$ cat config.mk
export PLATFORM = sky130hd
export DESIGN_NAME = oam_dma
export DESIGN_NICKNAME = d
export VERILOG_FILES = /design/src/rtl/oam_dma.sv
export SDC_FILE = /design/constraint.sdc
export NUM_CORES = 1
export LEC_CHECK = 0
export BUFFER_PORTS_ARGS = -buffer_cell sky130_fd_sc_hd__buf_2
export CAP_MARGIN = 20
export CORE_MARGIN = 5
export CORE_UTILIZATION = 39
export DETAILED_ROUTE_END_ITERATION = 10
export PLACE_DENSITY = 0.75
export SLEW_MARGIN = 10
export SYNTH_ARGS = -nofsm -noshare
export SYNTH_HDL_FRONTEND = slang
export SYNTH_SLANG_ARGS = --single-unit
$ cat constraint.sdc
create_clock -name clk -period 1.8 [get_ports clk]
set_input_delay 0.45 -clock clk [delete_from_list [all_inputs] [get_ports clk]]
set_output_delay 0.45 -clock clk [all_outputs]
set_load 0.005 [all_outputs]
$ cat src/rtl/oam_dma.sv
// Sprite-attribute DMA: on a write to the page register, copies OAM_BYTES bytes
// from {page, 8'h00} into OAM. The copy is paced one byte per tick.
module oam_dma #(
    parameter logic [15:0] REG_ADDR  = 16'hFF46,
    parameter int          OAM_BYTES = 160
) (
    input  logic        clk,
    input  logic        reset,
    input  logic [15:0] cpu_addr,
    input  logic [7:0]  cpu_wdata,
    input  logic        cpu_wr,
    input  logic        cpu_rd,
    output logic [7:0]  cpu_rdata,
    input  logic        tick,
    output logic [15:0] src_addr,
    output logic        src_rd,
    input  logic [7:0]  src_data,
    output logic [7:0]  oam_addr,
    output logic [7:0]  oam_wdata,
    output logic        oam_we,
    output logic        dma_active,
    output logic        done
);

    typedef enum logic [1:0] {IDLE, ARM, XFER, WR} state_t;

    localparam logic [7:0] LAST_IDX = 8'(OAM_BYTES - 1);

    state_t     state, state_nxt;
    logic [7:0] page;
    logic [7:0] idx, idx_nxt;
    logic [7:0] rdata_p1;
    logic       done_p1, done_nxt;
    logic       reg_hit, reg_wr;
    logic       src_rd_c, oam_we_c;

    // Pages E0..FF alias the work RAM at C0..DF.
    function automatic logic [7:0] echo_fold(input logic [7:0] p);
        return (p >= 8'hE0) ? (p - 8'h20) : p;
    endfunction

    assign reg_hit = (cpu_addr == REG_ADDR);
    assign reg_wr  = reg_hit && cpu_wr;

    always_comb begin
        state_nxt = state;
        idx_nxt   = idx;
        done_nxt  = 1'b0;
        src_rd_c  = 1'b0;
        oam_we_c  = 1'b0;
        if (reg_wr) begin
            // A fresh page write restarts the copy from byte 0, whatever was in flight.
            state_nxt = ARM;
            idx_nxt   = 8'h00;
        end else begin
            unique case (state)
                IDLE: state_nxt = IDLE;
                ARM:  if (tick) state_nxt = XFER;
                XFER: begin
                    if (tick) begin
                        src_rd_c  = 1'b1;
                        state_nxt = WR;
                    end
                end
                WR: begin
                    oam_we_c = 1'b1;
                    if (idx == LAST_IDX) begin
                        state_nxt = IDLE;
                        idx_nxt   = 8'h00;
                        done_nxt  = 1'b1;
                    end else begin
                        state_nxt = XFER;
                        idx_nxt   = idx + 8'h01;
                    end
                end
                default: state_nxt = IDLE;
            endcase
        end
    end

    always_ff @(posedge clk) begin
        if (reset) begin
            state    <= IDLE;
            page     <= 8'h00;
            idx      <= 8'h00;
            done_p1  <= 1'b0;
            rdata_p1 <= 8'h00;
        end else begin
            state    <= state_nxt;
            idx      <= idx_nxt;
            done_p1  <= done_nxt;
            rdata_p1 <= (reg_hit && cpu_rd) ? page : 8'h00;
            if (reg_wr) page <= cpu_wdata;
        end
    end

    // Strobes are combinational so src_data lines up with the WR cycle; reset masks them.
    assign src_rd     = src_rd_c && !reset;
    assign oam_we     = oam_we_c && !reset;
    assign src_addr   = src_rd ? {echo_fold(page), idx} : 16'h0000;
    assign oam_addr   = oam_we ? idx : 8'h00;
    assign oam_wdata  = oam_we ? src_data : 8'h00;
    assign dma_active = ((state == XFER) || (state == WR)) && !reset;
    assign done       = done_p1 && !reset;
    assign cpu_rdata  = rdata_p1;

endmodule

# ---- Yosys cells after proc, flatten, opt, wreduce, memory -nomap -nowiden
# Cells that the tools add are included.
# Widths: inputs -> output; s select.
dict set report word_totals {
  register_bits 27
  latchBits 0
  ramBits 0
  mem_bits_ro 0
  in_bits 37
  output_inout_bits 44
  word_cells 50
  n_memories 0
}
dict set report op_classes {
  addsub 2
  mul 0
  n_div 0
  order_cmp 1
  eq_ne 9
  n_shift 0
  n_mux 16
  n_bitwise 2
  n_reduce_logical 14
}
# cell count
set ops {}
lappend ops {{$mux 8} 4}
lappend ops {{$eq 16x16->1 const B} 1}
lappend ops {{$mux 16} 1}
lappend ops {{$add 8x1->8 const B} 1}
lappend ops {{$eq 8x8->1 const B} 1}
lappend ops {{$ge 8x8->1 const B} 1}
lappend ops {{$pmux 2 s4} 1}
lappend ops {{$sub 8x6->8 const B} 1}
lappend ops {{$mux 1} 7}
lappend ops {{$logic_and 1x1->1} 6}
lappend ops {{$mux 2} 3}
lappend ops {{$ne 3x3->1 const B} 2}
lappend ops {{$eq 2x2->1 const B} 2}
lappend ops {{$ne 2x2->1 const B} 2}
lappend ops {{$reduce_and 2->1} 2}
lappend ops {{$reduce_or 2->1} 2}
lappend ops {{$reduce_or 3->1} 1}
lappend ops {{$eq 2x1->1 const B} 1}
lappend ops {{$logic_not 2->1} 1}
lappend ops {{$not 1->1} 2}
lappend ops {{$logic_not 1->1} 1}
lappend ops {{$logic_or 1x1->1} 1}

# ---- Depth between registers and ports, before layout
dict set report logic_depth {
  word_depth 5
  depth_mapped 5
  ltp_nobuf 5
}

# ---- Least setup slack after synthesis
# No wires, ideal clock.
dict set report synth_path {
  path_type {input-to-output}
  start {in cpu_addr[0]}
  end {out oam_addr[0]}
  t_arrival_ns 1.419
  required_time_ns 1.350
  slack_ns -0.069
  stages 5
  n_path_buf 1
  cell_sequence {nor4b_4 > nand3_2 > o21a_4 > buf_6 > and3_1}
}
dict set report synth_via {
  elab_chain_cells 5
}
# element line_no
set synth_rtl {}
lappend synth_rtl {{from (decl)} 9} ;# input logic [15:0] cpu_addr,
lappend synth_rtl {{$eq 16x16->1} 42} ;# assign reg_hit = (cpu_addr == REG_ADDR);
lappend synth_rtl {{$logic_and 1x1->1} 43} ;# assign reg_wr = reg_hit && cpu_wr;
lappend synth_rtl {{$mux 1} 51} ;# if (reg_wr) begin
lappend synth_rtl {{$logic_and 1x1->1} 99} ;# assign oam_we = oam_we_c && !reset;
lappend synth_rtl {{$mux 8} 101} ;# assign oam_addr = oam_we ? idx : 8'h00;
lappend synth_rtl {{to (decl)} 18} ;# output logic [7:0] oam_addr,
# No other way between the ends.

# ---- Worst setup path after layout
dict set report layout_path {
  start {in cpu_addr[3]}
  end {out oam_addr[5]}
}
# Same word-level chain as after synthesis.

==> flow_metrics.tcl <==
set metrics [dict create \
    clk_pin_slew_worst_paths_ns 0.10 \
    cts-buffers-inserted 3 \
    async_reset_ff_share_pct 0 \
    critPathArrivalTime_ns 1.67 \
    cpMostUsedCell "buf_6" \
    diodes 0 \
    cts_tree "done" \
    dp_hpwl_mm 2.997 \
    slowest_delay_ns 0.33 \
    overflow 0 \
    synth_cell_types 34 \
    crit_path_end_kind "output pin" \
    synth_cells 171 \
    fin_crit_sh_pct 117.5 \
    violations "negative setup slack" \
    top_layer "met4" \
    first_iter_violations 91 \
    chipWidth_um 70.58 \
    finClkSkew_ns 0.01073 \
    synth-seq-cells 27 \
    die_h_um 70.58 \
    powerDensity_mw_per_mm2 454.4 \
    fmax_mhz 472.8 \
    hp-class "in -> reg" \
    via_count 1596 \
    gp_congestion 0.7446 \
    path_class "in -> out" \
    cp_max_fo 8 \
    pin_count 81 \
    synth_seq_area_share_pct 37.76 \
    start_util_pct 39.69 \
    setup_viol 34 \
    p_leak_nw 1.028 \
    clock-root-buffer "clkbuf_8" \
    hold_slack_ns 0.4061 \
    met3_length_um 250 \
    rsz0062_at_grt "yes" \
    tns_ns -9.543 \
    cp.required_ns 1.35 \
    worst_pin_slew_ns 0.4109 \
    slew_headroom_pct 72.54 \
    finalMaxSlewViolations 0 \
    clk_latency_ns 0.28 \
    coreArea_mm2 0.003606 \
    row_count 22 \
    final_layout_size_suffix_gt1_share_pct 49.04 \
    fin_ws_ns -0.3152 \
    die-area_mm2 0.004982 \
    cts.sinks 27 \
    ir_drop_mv 0.2786 \
    met1_length_mm 1.804 \
    yosysWarnings 0 \
    grt_pass1_wl_mm 6.955 \
    path_buf_inv 2 \
    grt_util_all_layers_pct 16.94 \
    crit_slowest_cell "nor4b_4" \
    area_growth_pct 61.28 \
    port_buffers 80 \
    syn-num-nets 210 \
    critical_path.top_delay_family "simple AND/OR/NAND/NOR gates" \
    antenna_left 0 \
    startpoint_type "input port" \
    cts_buffer_depth 2 \
    cap_violations 0 \
    first_pass_iters 6 \
    antenna_found_initial 0 \
    grt_pass1_vias 1519 \
    fillCellCount 304 \
    routed_wl_mm 4.440 \
    hold_viol 0 \
    synth_edf_count 0 \
    wl_per_cell_um 14.37 \
    viasPerCell 5.165 \
    status "finished, violations left" \
    grt_start_max_net_pins 21 \
    post-route-min-period_ns 2.115 \
    syn_area_mm2 0.001431 \
    drc 0 \
    htree_levels 1 \
    path_cells "buf_6 -> nor4b_4 -> nand3_4 -> o21a_4 -> and3_4 -> buf_6" \
    syn_area_per_cell_um2 8.371 \
    met2_length_mm 2.342 \
    ys.flop_type "dfxtp_1" \
    final_nets 301 \
]
==> layer usage <==
layer / global-route usage, % / vias to the layer above
met4: 4.384 / 0
met1: 20.42 / 747
met3: 2.699 / 4
li1: - / 787
met5: 0 / -
met2: 31.19 / 58
==> logic make-up after synthesis <==
logic type               after synthesis  share of synthesized area, %
AND/OR/NAND/NOR                      105                         41.35
flip-flops                            27                         37.76
AO/OA/AOI/OAI                         13                         6.469
buffers and inverters                 13                         5.244
XOR/XNOR                               3                         1.836
adder cells (fa/ha/maj)                2                         1.748
multiplexers                           8                         5.595
==> layout by cell type, fill, tap and decap left out, types with 2 or more instances in the layout <==
cell type,n
a311oi_1,2
buf_2,56
nor2_1,12
dfxtp_1,27
ha_1,2
o21ai_0,2
mux2i_1,8
o21a_4,4
inv_1,4
clkbuf_8,3
xor2_1,3
buf_6,24
and2_1,7
nor3_1,4
and3_4,22
and4_1,3
nand2_1,27
nor2b_1,2
nand4_1,3
and3_1,8
a21oi_1,4
buf_4,11
nand3_1,7
==> worst reg2reg max path, cell delays in order, from the launching register on <==
cell and delay [ns]:
dfxtp_1 0.41, ha_1 0.25, nand4b_1 0.13, or3_1 0.39, o21ai_0 0.17, a21oi_1 0.09
==> timing repair <==
item	in CTS	in global routing
setup buffers	0	1
hold buffers	0	0
endpoints found under the setup margin	34	34
cloned	3	0
gates resized for setup	25	17
pin swaps	14	7
==> synthesized netlist by cell type, types with 2 or more instances <==
cell type | n | area, um^2
a21oi_1 | 4 | 20.02
a311oi_1 | 2 | 17.52
and2_1 | 7 | 43.79
and3_1 | 30 | 187.7
and4_1 | 3 | 26.28
buf_2 | 3 | 15.01
buf_6 | 3 | 33.78
clkbuf_1 | 3 | 11.26
dfxtp_1 | 27 | 540.5
ha_1 | 2 | 25.02
inv_1 | 4 | 15.01
mux2i_1 | 8 | 80.08
nand2_1 | 27 | 101.4
nand3_1 | 7 | 35.03
nand4_1 | 3 | 18.77
nor2_1 | 12 | 45.04
nor2b_1 | 2 | 12.51
nor3_1 | 5 | 25.02
o21ai_0 | 2 | 10.01
xor2_1 | 3 | 26.28
==> sequential cells by signal (all words and copies together) (netlist names) <==
register and count:
page 8, done_p1 1, state 2, cpu_rdata 8
idx 8
==> per-stage QoR <==
stage               area (um^2)  cells  utilization [%]  power, mW  worst slack [ns]
floorplan                  1484    171                -     0.6475          -0.06099
global placement           1977    301            54.82     0.6907           -0.2894
detailed placement         1977    301            54.82     0.6936           -0.3093
CTS                        2203    308            61.10      1.043           -0.2995
global route               2308    309            64.02      1.082           -0.3902
finish                     2308    309            64.02      1.049           -0.3152
==> path summary, 6_finish.rpt <==
check | start | endpoint | slack [ns] | depth (start not counted)
setup / recovery | cpu_addr[3] | oam_addr[5] | -0.32 | 6
setup reg to reg | idx[0] | state[1] | 0.25 | 5
hold / removal | cpu_wdata[1] | page[1] | 0.41 | 3
hold reg to reg | page[1] | page[1] | 0.48 | 2
==> area by class of cell <==
| class | instances | area [um^2] | area share, % |
|---|---|---|---|
| tap | 48 | 60.06 | 2.602 |
| timing repair buffer | 92 | 653.1 | 28.29 |
| multi-input combinational | 134 | 991.0 | 42.93 |
| clock inverter | 1 | 7.507 | 0.3252 |
| clock buffer | 3 | 41.29 | 1.789 |
| inverter | 4 | 15.01 | 0.6504 |
| sequential | 27 | 540.5 | 23.41 |
==> power breakdown <==
part	leakage (nW)	switching [mW]	internal, mW
Sequential	0.217	0.00000204	0.597
Clock	0.0217	0.193	0.157
Combinational	0.789	0.0479	0.0538
(Power assumes the default switching activity.)
